--- config.mk ---
export PLATFORM = sky130hd
export DESIGN_NAME = fetch_unit
export DESIGN_NICKNAME = d
export VERILOG_FILES = /design/src/rtl/fetch_unit_pkg.sv /design/src/rtl/fetch_fifo.sv /design/src/rtl/fetch_unit.sv
export SDC_FILE = /design/constraint.sdc
export NUM_CORES = 1
export LEC_CHECK = 0
export ABC_CLOCK_PERIOD_IN_PS = 8050
export CAP_MARGIN = 10
export CORE_ASPECT_RATIO = 1.25
export CORE_MARGIN = 8
export CORE_UTILIZATION = 40
export CTS_BUF_LIST = sky130_fd_sc_hd__clkbuf_2 sky130_fd_sc_hd__clkbuf_4 sky130_fd_sc_hd__clkbuf_8
export DETAILED_ROUTE_END_ITERATION = 10
export GPL_TIMING_DRIVEN = 0
export PLACE_DENSITY = 0.62
export SKIP_CTS_REPAIR_TIMING = 1
export SKIP_LAST_GASP = 1
export SYNTH_ARGS = -nofsm -noshare
export SYNTH_HDL_FRONTEND = slang
export SYNTH_HIERARCHICAL = 1
export SYNTH_SLANG_ARGS = --single-unit
--- constraint.sdc ---
create_clock -name CLK -period 8.05 [get_ports CLK]
set_input_delay 1.61 -clock CLK [delete_from_list [all_inputs] [get_ports CLK]]
set_output_delay 1.61 -clock CLK [all_outputs]
set_load 0.02 [all_outputs]
--- src/rtl/fetch_unit_pkg.sv ---
// Shared definitions for the instruction fetch front-end: FSM encoding,
// prefetch entry layout and the ROM window defaults used by the ROM controller.
package fetch_unit_pkg;

    localparam int PC_W    = 32;
    localparam int DATA_W  = 32;
    localparam int ENTRY_W = PC_W + DATA_W + 1;

    localparam logic [31:0] ROM_START_DEF = 32'h0000_0000;
    localparam int unsigned ROM_SIZE_DEF  = 20 * 1024;

    typedef enum logic {
        RUN  = 1'b0,
        HALT = 1'b1
    } fetch_state_t;

    typedef struct packed {
        logic [PC_W-1:0]   pc;
        logic [DATA_W-1:0] data;
        logic              fault;
    } fetch_entry_t;

    // A faulting fetch never carries bus data: the ROM leaves HRDATA undriven there.
    function automatic fetch_entry_t make_entry(input logic [PC_W-1:0]   pc,
                                                input logic [DATA_W-1:0] data,
                                                input logic              fault);
        fetch_entry_t e;
        e.pc    = pc;
        e.data  = fault ? '0 : data;
        e.fault = fault;
        return e;
    endfunction

endpackage

--- src/rtl/fetch_fifo.sv ---
// Synchronous prefetch FIFO; pointers carry a wrap bit so full and empty
// are distinguishable, and flush overrides push and pop.
module fetch_fifo #(
    parameter int WIDTH = 65,
    parameter int DEPTH = 4
) (
    input  logic             clk,
    input  logic             rst_n,
    input  logic             push,
    input  logic             pop,
    input  logic             flush,
    input  logic [WIDTH-1:0] wr_data,
    output logic             full,
    output logic             empty,
    output logic [WIDTH-1:0] head
);

    localparam int AW = $clog2(DEPTH);

    logic [AW:0]      wr_ptr;
    logic [AW:0]      rd_ptr;
    logic [WIDTH-1:0] mem [DEPTH];
    logic             do_push;
    logic             do_pop;

    assign empty   = (wr_ptr == rd_ptr);
    assign full    = (wr_ptr[AW] != rd_ptr[AW]) && (wr_ptr[AW-1:0] == rd_ptr[AW-1:0]);
    assign do_pop  = pop && !empty;
    // A pop frees the slot in the same cycle, so a full FIFO can still accept.
    assign do_push = push && (!full || do_pop);

    always_ff @(posedge clk or negedge rst_n) begin
        if (!rst_n) begin
            wr_ptr <= '0;
            rd_ptr <= '0;
        end else if (flush) begin
            wr_ptr <= '0;
            rd_ptr <= '0;
        end else begin
            if (do_push) wr_ptr <= wr_ptr + {{AW{1'b0}}, 1'b1};
            if (do_pop)  rd_ptr <= rd_ptr + {{AW{1'b0}}, 1'b1};
        end
    end

    always_ff @(posedge clk) begin
        if (!flush && do_push) mem[wr_ptr[AW-1:0]] <= wr_data;
    end

    assign head = mem[rd_ptr[AW-1:0]];

endmodule

--- src/rtl/fetch_unit.sv ---
// Instruction fetch front-end: drives the ROM address from the fetch PC,
// queues returned words (or access faults) and hands them to decode.
module fetch_unit
    import fetch_unit_pkg::*;
#(
    parameter logic [31:0] RESET_PC   = 32'h0000_0000,
    parameter logic [31:0] ROM_START  = ROM_START_DEF,
    parameter int unsigned ROM_SIZE   = ROM_SIZE_DEF,
    parameter int          FIFO_DEPTH = 4
) (
    input  logic        CLK,
    input  logic        RST_N,
    output logic [31:0] HADDR,
    input  logic [31:0] HRDATA,
    input  logic        redirect_valid,
    input  logic [31:0] redirect_pc,
    output logic        inst_valid,
    input  logic        inst_ready,
    output logic [31:0] inst_data,
    output logic [31:0] inst_pc,
    output logic        inst_fault
);

    localparam logic [31:0] ROM_LAST_OFF = 32'(ROM_SIZE - 4);

    logic [31:0]          fetch_pc;
    logic [31:0]          pc_nxt;
    fetch_state_t         state;
    fetch_state_t         state_nxt;
    logic [32:0]          rom_off;
    logic                 fault_now;
    logic                 enq;
    logic                 deq;
    logic                 fifo_full;
    logic                 fifo_empty;
    fetch_entry_t         wr_entry;
    fetch_entry_t         head_entry;
    logic [ENTRY_W-1:0]   wr_bits;
    logic [ENTRY_W-1:0]   head_bits;

    // Offset into the ROM window; the borrow bit flags addresses below the base.
    assign rom_off   = {1'b0, fetch_pc} - {1'b0, ROM_START};
    assign fault_now = rom_off[32] || (rom_off[31:0] > ROM_LAST_OFF) || (fetch_pc[1:0] != 2'b00);

    assign deq = inst_valid && inst_ready;
    assign enq = (state == RUN) && !redirect_valid && (!fifo_full || deq);

    assign wr_entry = make_entry(fetch_pc, HRDATA, fault_now);
    assign wr_bits  = wr_entry;

    always_comb begin
        state_nxt = state;
        pc_nxt    = fetch_pc;
        if (redirect_valid) begin
            state_nxt = RUN;
            pc_nxt    = redirect_pc;
        end else if (enq) begin
            if (fault_now) state_nxt = HALT;
            else           pc_nxt    = fetch_pc + 32'd4;
        end
    end

    always_ff @(posedge CLK or negedge RST_N) begin
        if (!RST_N) begin
            fetch_pc <= RESET_PC;
            state    <= RUN;
        end else begin
            fetch_pc <= pc_nxt;
            state    <= state_nxt;
        end
    end

    // Fetch stage -> prefetch queue boundary
    fetch_fifo #(
        .WIDTH (ENTRY_W),
        .DEPTH (FIFO_DEPTH)
    ) u_fifo (
        .clk     (CLK),
        .rst_n   (RST_N),
        .push    (enq),
        .pop     (deq),
        .flush   (redirect_valid),
        .wr_data (wr_bits),
        .full    (fifo_full),
        .empty   (fifo_empty),
        .head    (head_bits)
    );

    assign head_entry = fetch_entry_t'(head_bits);
    assign HADDR      = fetch_pc;
    assign inst_valid = !fifo_empty;
    // Storage is not reset, so the head fields read as zero whenever nothing is queued.
    assign inst_pc    = inst_valid ? head_entry.pc   : '0;
    assign inst_data  = inst_valid ? head_entry.data : '0;
    assign inst_fault = inst_valid && head_entry.fault;

endmodule

==> results.toml, run 1 <==
[cells_and_area]
layoutNonFillerInstCount = 1338
final_cell_mix = "260 x edfxtp_1, 164 x clkdlybuf4s50_1, 71 x nor2b_1, 65 x mux4_2, 52 x clkbuf_8"
finalNetCount = 972
nFillCells = 2607
syn_to_final_growth_pct = 26.0
final_common_cell = "edfxtp_1"
finish.utilization_pct = 51.0
drive_gt1_share_pct = 24.8

[cts]
clk_pin_slew_ns = 0.06
htreeDepth = 2
clk_path_buf_depth = 3
numCtsBuffers = 47
clkSinkCount = 299
ctsRootBufferMaster = "clkbuf_8"
cts_tree = "done"
clock_latency_ns = 0.56

[synthesis]
synth_area_leaders = "edfxtp_1 63%, mux4_2 12%, dfrtp_1 7.8%"
syn_inst = 679
ys_seq_area_share_pct = 70.4
synthSimpleGateAreaFrac_pct = 8.42
synth_top_family_by_area = "multiplexers"
synth.largest_area_cell = "edfxtp_1"
synth.distinct_cells = 51
synth_top_area_share_pct = 62.6
synth_xor_area_share_pct = 0.742
synth.area.mux_share_pct = 14.5
syn_area_um2 = 12500
syn_nets = 753
synth_seq_cells = 299
yosys.area_share.adder_pct = 0.602
avgSynthCellArea_um2 = 18.4
synth_compound_area_share_pct = 1.55
yosys_warnings = 6

[die]
start_util_pct = 40.5
fp.dieW_um = 174
core-area_um2 = 30800
die_h_um = 213
dieArea_um2 = 37100
rows = 72
pin_count = 166

[sta]
finalMaxSlewViolations = 0
hold_violations = 0
clock_skew_ns = 0.0290
relSlewSlack_pct = 45.5
tns_ns = 0
fmax_mhz = 189
rsz0062_at_grt = "false"
period_minus_slack_ns = 5.28
setup_viol = 0
min_period_over_period_pct = 65.6
worst_slew_pin_slew_ns = 0.814

[worst_setup_path]
path_cells = "buf_6 > xnor2_2 > nand2_1 > nor2_1 > clkbuf_1 > clkbuf_1 > nor2b_1 > clkdlybuf4s50_1"
crit_fanout = 10
timing_worst_setup_path_type = "flip-flop to output port"
crit_top_cell = "clkbuf_1"
critPathCaptureType = "output port"
cp_num_buf_inv = 4
critical-path-max-stage-delay_ns = 0.63
arrival_ns = 3.67
cp-start-kind = "flip-flop"
crit_family = "buffers and inverters"
worstPathRequired_ns = 6.44
crit_path_top_delay_cell = "clkbuf_1"

[route]
vias_per_cell = 4.96
ant_nets = 0
routed_wl_um = 27700
first_pass_iters = 4
vias = 6641
wl_per_cell_um = 20.7
drcViolationCount = 0
drt_iter0_markers = 411

[global_routing]
grt_antenna_before_repair = 1
grt_max_degree = 50
grt_usage_pct = 14.9
grt_pass1_wl_um = 42800
grt_pass1_vias = 7386
gr-total-overflow = 0

[placement]
dp_hpwl_um = 17800
dp_cells = 1256
port-buffer-count = 165
gp_congestion = 0.724

[hold_path]
min_path_type = "flip-flop to flip-flop"

[power_and_ir_drop]
p_leak_nw = 5.46
power_density_nw_per_um2 = 308
peakVddDrop_uv = 163

[flow_run]
max_cap_viol_count = 0

[outcome]
status = "finished clean"
[kinds of logic after synthesis]
group | after synthesis
compound gates | 25
xor+xnor | 8
fa+ha+maj | 6
buf+inv | 77
flops | 299
mux | 96
simple gates | 168
[routing by layer]
metal | track usage (%) | part of all wire [%] | vias up
met5 | 0 | 0 | -
met4 | 5.14 | 2.6 | 0
met3 | 3.38 | 5.2 | 52
met2 | 26.9 | 52 | 178
met1 | 17.4 | 40 | 3380
li1 | - | - | 3031
[metrics by stage]
stage | hold WS (ns) | power [W] | cell area [um^2] | worst slack [ns]
2_1_floorplan | 0.464 | 0.00286 | 12500 | 3.60
3_3_place_gp | 0.487 | 0.00363 | 14600 | 1.42
3_5_place_dp | 0.516 | 0.00364 | 14800 | 3.22
4_1_cts | 0.533 | 0.00494 | 15700 | 2.59
5_1_grt | 0.553 | 0.00509 | 15700 | 2.46
6_report | 0.528 | 0.00484 | 15700 | 2.77
[cells in the mapped netlist, drive strengths merged]
cell	count
nor3	4
nand2	12
edfxtp	260
a22oi	2
ha	6
a211o	1
nor2	11
o211ai	1
a221o	3
mux4	65
dfrtp	39
or2	1
inv	13
a41oi	3
xnor2	7
nor4	9
a31oi	2
xor2	1
clkbuf	15
a21oi	3
and4	1
and2	38
nand3	2
nand2b	7
buf	49
a41o	1
o21ai	6
mux2i	8
mux2	23
a32oi	1
and3	3
nor2b	71
nor4b	1
nand4bb	1
nand3b	1
nand4	6
a211oi	2
[report_power, final]
group | total, W | internal (W) | leakage [nW] | switching [W]
combinational | 0.00172 | 0.000820 | 1.94 | 0.000898
clock | 0.00128 | 0.000729 | 0.496 | 0.000554
sequential | 0.00184 | 0.00178 | 3.03 | 0.0000595
[worst paths after layout]
kind	startpoint	end	slack [ns]	cells past startpoint
hold / removal	state	state	0.53	2
setup / recovery	u_fifo/rd_ptr[0]	inst_pc[21]	2.77	8
hold reg to reg	state	state	0.53	2
max in group asynchronous	RST_N	u_fifo/wr_ptr[1]	6.68	2
setup reg to reg	u_fifo/rd_ptr[0]	u_fifo/mem[3][8]	4.72	11
min in group asynchronous	RST_N	HADDR[27]	0.90	1
[worst register-to-register path, delay by kind of cell, from the launching register on]
family          cells  cell delay (ns)
xor+xnor            1             0.20
buf+inv             3             0.59
compound gates      2             0.77
simple gates        5             1.02
flops               1             0.39
[layout make-up]
cell class | count | area [um^2] | area share, %
Buffer | 64 | 423 | 2.69
Antenna cell | 1 | 2.50 | 0.0159
Multi-Input combinational cell | 303 | 3230 | 20.5
Clock buffer | 69 | 843 | 5.37
Clock inverter | 12 | 97.6 | 0.621
Sequential cell | 299 | 8780 | 55.9
Timing Repair Buffer | 170 | 1780 | 11.3
Inverter | 13 | 48.8 | 0.311
Tap cell | 407 | 509 | 3.24
[registers in the layout, indices dropped and copies added, names as in the netlist]
| name | count |
|---|---|
| u_fifo/mem | 260 |
| HADDR | 32 |
| u_fifo/rd_ptr | 3 |
| u_fifo/wr_ptr | 3 |
| state | 1 |
(Power assumes the default switching activity.)
==> run 2: changes to the inputs <==
--- a/config.mk
+++ b/config.mk
@@ -5,7 +5,7 @@
 export SDC_FILE = /design/constraint.sdc
 export NUM_CORES = 1
 export LEC_CHECK = 0
-export ABC_CLOCK_PERIOD_IN_PS = 8050
+export ABC_CLOCK_PERIOD_IN_PS = 4400
 export CAP_MARGIN = 10
 export CORE_ASPECT_RATIO = 1.25
 export CORE_MARGIN = 8
@@ -13,7 +13,7 @@
 export CTS_BUF_LIST = sky130_fd_sc_hd__clkbuf_2 sky130_fd_sc_hd__clkbuf_4 sky130_fd_sc_hd__clkbuf_8
 export DETAILED_ROUTE_END_ITERATION = 10
 export GPL_TIMING_DRIVEN = 0
-export PLACE_DENSITY = 0.62
+export PLACE_DENSITY = 0.64
 export SKIP_CTS_REPAIR_TIMING = 1
 export SKIP_LAST_GASP = 1
 export SYNTH_ARGS = -nofsm -noshare
==> constraint.sdc (replaced) <==
create_clock -name CLK -period 4.4 [get_ports CLK]
set_input_delay 0.88 -clock CLK [delete_from_list [all_inputs] [get_ports CLK]]
set_output_delay 0.88 -clock CLK [all_outputs]
set_load 0.02 [all_outputs]
==> results.toml, run 2 (synthesis gave the netlist of run 1 again) <==
[cells_and_area]
finalNetCount = 971
postLayoutCellArea_um2 = 15700
antenna_cells = 0
final_cell_mix = "260 x edfxtp_1, 164 x clkdlybuf4s50_1, 71 x nor2b_1, 65 x mux4_2, 48 x clkbuf_8"
largest_register_ff_count = 260
final_common_cell = "edfxtp_1"
drive_gt1_share_pct = 25.3
syn_to_final_growth_pct = 25.6

[worst_setup_path]
r2r_slack_ns = 1.02
timing_worst_setup_path_type = "flip-flop to output port"
crit_fanout = 10
arrival_ns = 3.14
critPathCaptureType = "output port"
worstPathRequired_ns = 3.52
reg2reg_depth = 11
cp-start-kind = "flip-flop"

[global_routing]
grt_pass1_vias = 7340
grt_antenna_before_repair = 0
gr-total-overflow = 0
grt_pass1_wl_um = 43000
grt_max_degree = 40
grt_usage_pct = 14.9

[placement]
placed_area_um2 = 14800
gp_congestion = 0.758
preCtsSetupSlack_ns = 0.400
dp_hpwl_um = 17800
port-buffer-count = 165

[cts]
htreeDepth = 2
numCtsBuffers = 46
cts_tree = "done"
ctsRootBufferMaster = "clkbuf_8"
clk_path_buf_depth = 3
clkSinkCount = 299
clock_latency_ns = 0.55
clk_pin_slew_ns = 0.07

[route]
drcViolationCount = 0
ant_nets = 0
vias_per_cell = 4.93
vias = 6611
first_pass_iters = 4
wl_per_cell_um = 20.6
drt_iter0_markers = 346
routed_wl_um = 27600

[die]
die_h_um = 213
rows = 72
core-area_um2 = 30800
pin_count = 166
start_util_pct = 40.5
dieArea_um2 = 37100
fp.dieW_um = 174

[power_and_ir_drop]
peakVddDrop_uv = 274
combPwrFrac_pct = 36.1
p_sw_w = 0.00279
power_density_nw_per_um2 = 558
seqPwrFrac_pct = 38.4
internal_power_w = 0.00595
netSwitchingFraction_pct = 31.9
p_leak_nw = 5.45
clock_power_share_pct = 25.5

[sta]
clock_skew_ns = 0.0200
fmax_mhz = 249
rsz0062_at_grt = "false"
hold_violations = 0
period_minus_slack_ns = 4.02
min_period_over_period_pct = 91.3
finalMaxSlewViolations = 0
worst_slew_pin_slew_ns = 0.863
setup_viol = 0
setup_slack_ns = 0.381
relSlewSlack_pct = 42.5

[flow_run]
max_cap_viol_count = 0

[outcome]
status = "finished clean"

[hold_path]
min_path_type = "input pin to asynchronous set/reset pin"
[run 2: cell count changes in the layout (fill, tap and decap cells not counted), moves of 3 or more]
| cell | change |
|---|---|
| clkinv_2 | +6 |
| clkbuf_1 | -5 |
| clkbuf_2 | +5 |
| clkbuf_8 | -4 |
| clkinv_1 | +4 |
| clkbuf_4 | -3 |
[run 2: worst paths after layout]
check,from,to
max in group asynchronous,RST_N,HADDR[9]
hold reg to reg,state,state
setup / recovery,u_fifo/wr_ptr[0],inst_data[1]
setup reg to reg,u_fifo/rd_ptr[0],u_fifo/mem[1][30]
hold / removal,RST_N,HADDR[30]
min in group CLK,state,state
[run 2: worst max-delay path: stages (launching register included)]
cell and delay, ns:
dfrtp_1 0.47, xnor2_2 0.40, nand2_1 0.13, nor2_1 0.22
clkbuf_2 0.37, clkbuf_2 0.32, nor2b_1 0.11, clkdlybuf4s50_1 0.56
[run 2: metrics by stage]
stage | hold WS (ns) | TNS [ns] | total power, W | utilization (%) | std cells
after detailed placement | 0.497 | 0 | 0.00665 | 47.9 | 1256
final | 0.238 | 0 | 0.00874 | 50.8 | 1341
after CTS | 0.195 | -5.46 | 0.00891 | 50.8 | 1341
after global placement | 0.485 | -375.99 | 0.00665 | 47.5 | 1251
after global routing | 0.212 | 0 | 0.00921 | 50.8 | 1341
after floorplan | 0.464 | 0 | 0.00523 | - | 679
[run 2: layer usage]
layer	GRT usage (%)	share of wire, %	vias to the layer above
met5	0	0	-
met4	4.64	2.1	0
met3	2.92	4.2	42
met2	26.7	53	161
met1	18.0	41	3373
li1	-	-	3035
[run 2: cell type report]
class	instances	area, um^2
Sequential cell	299	8780
Tap cell	407	509
Multi-Input combinational cell	303	3230
Inverter	13	48.8
Buffer	64	429
Fill cell	2579	15100
Timing Repair Buffer	170	1770
Clock inverter	23	129
Clock buffer	62	766
[run 2: power groups by stage]
stage	combinational (W)	clock [W]	sequential, W
global placement	0.00322	0	0.00343
detailed placement	0.00323	0	0.00342
finish	0.00315	0.00223	0.00336
floorplan	0.00184	0	0.00339
CTS	0.00324	0.00231	0.00336
global route	0.00341	0.00242	0.00338
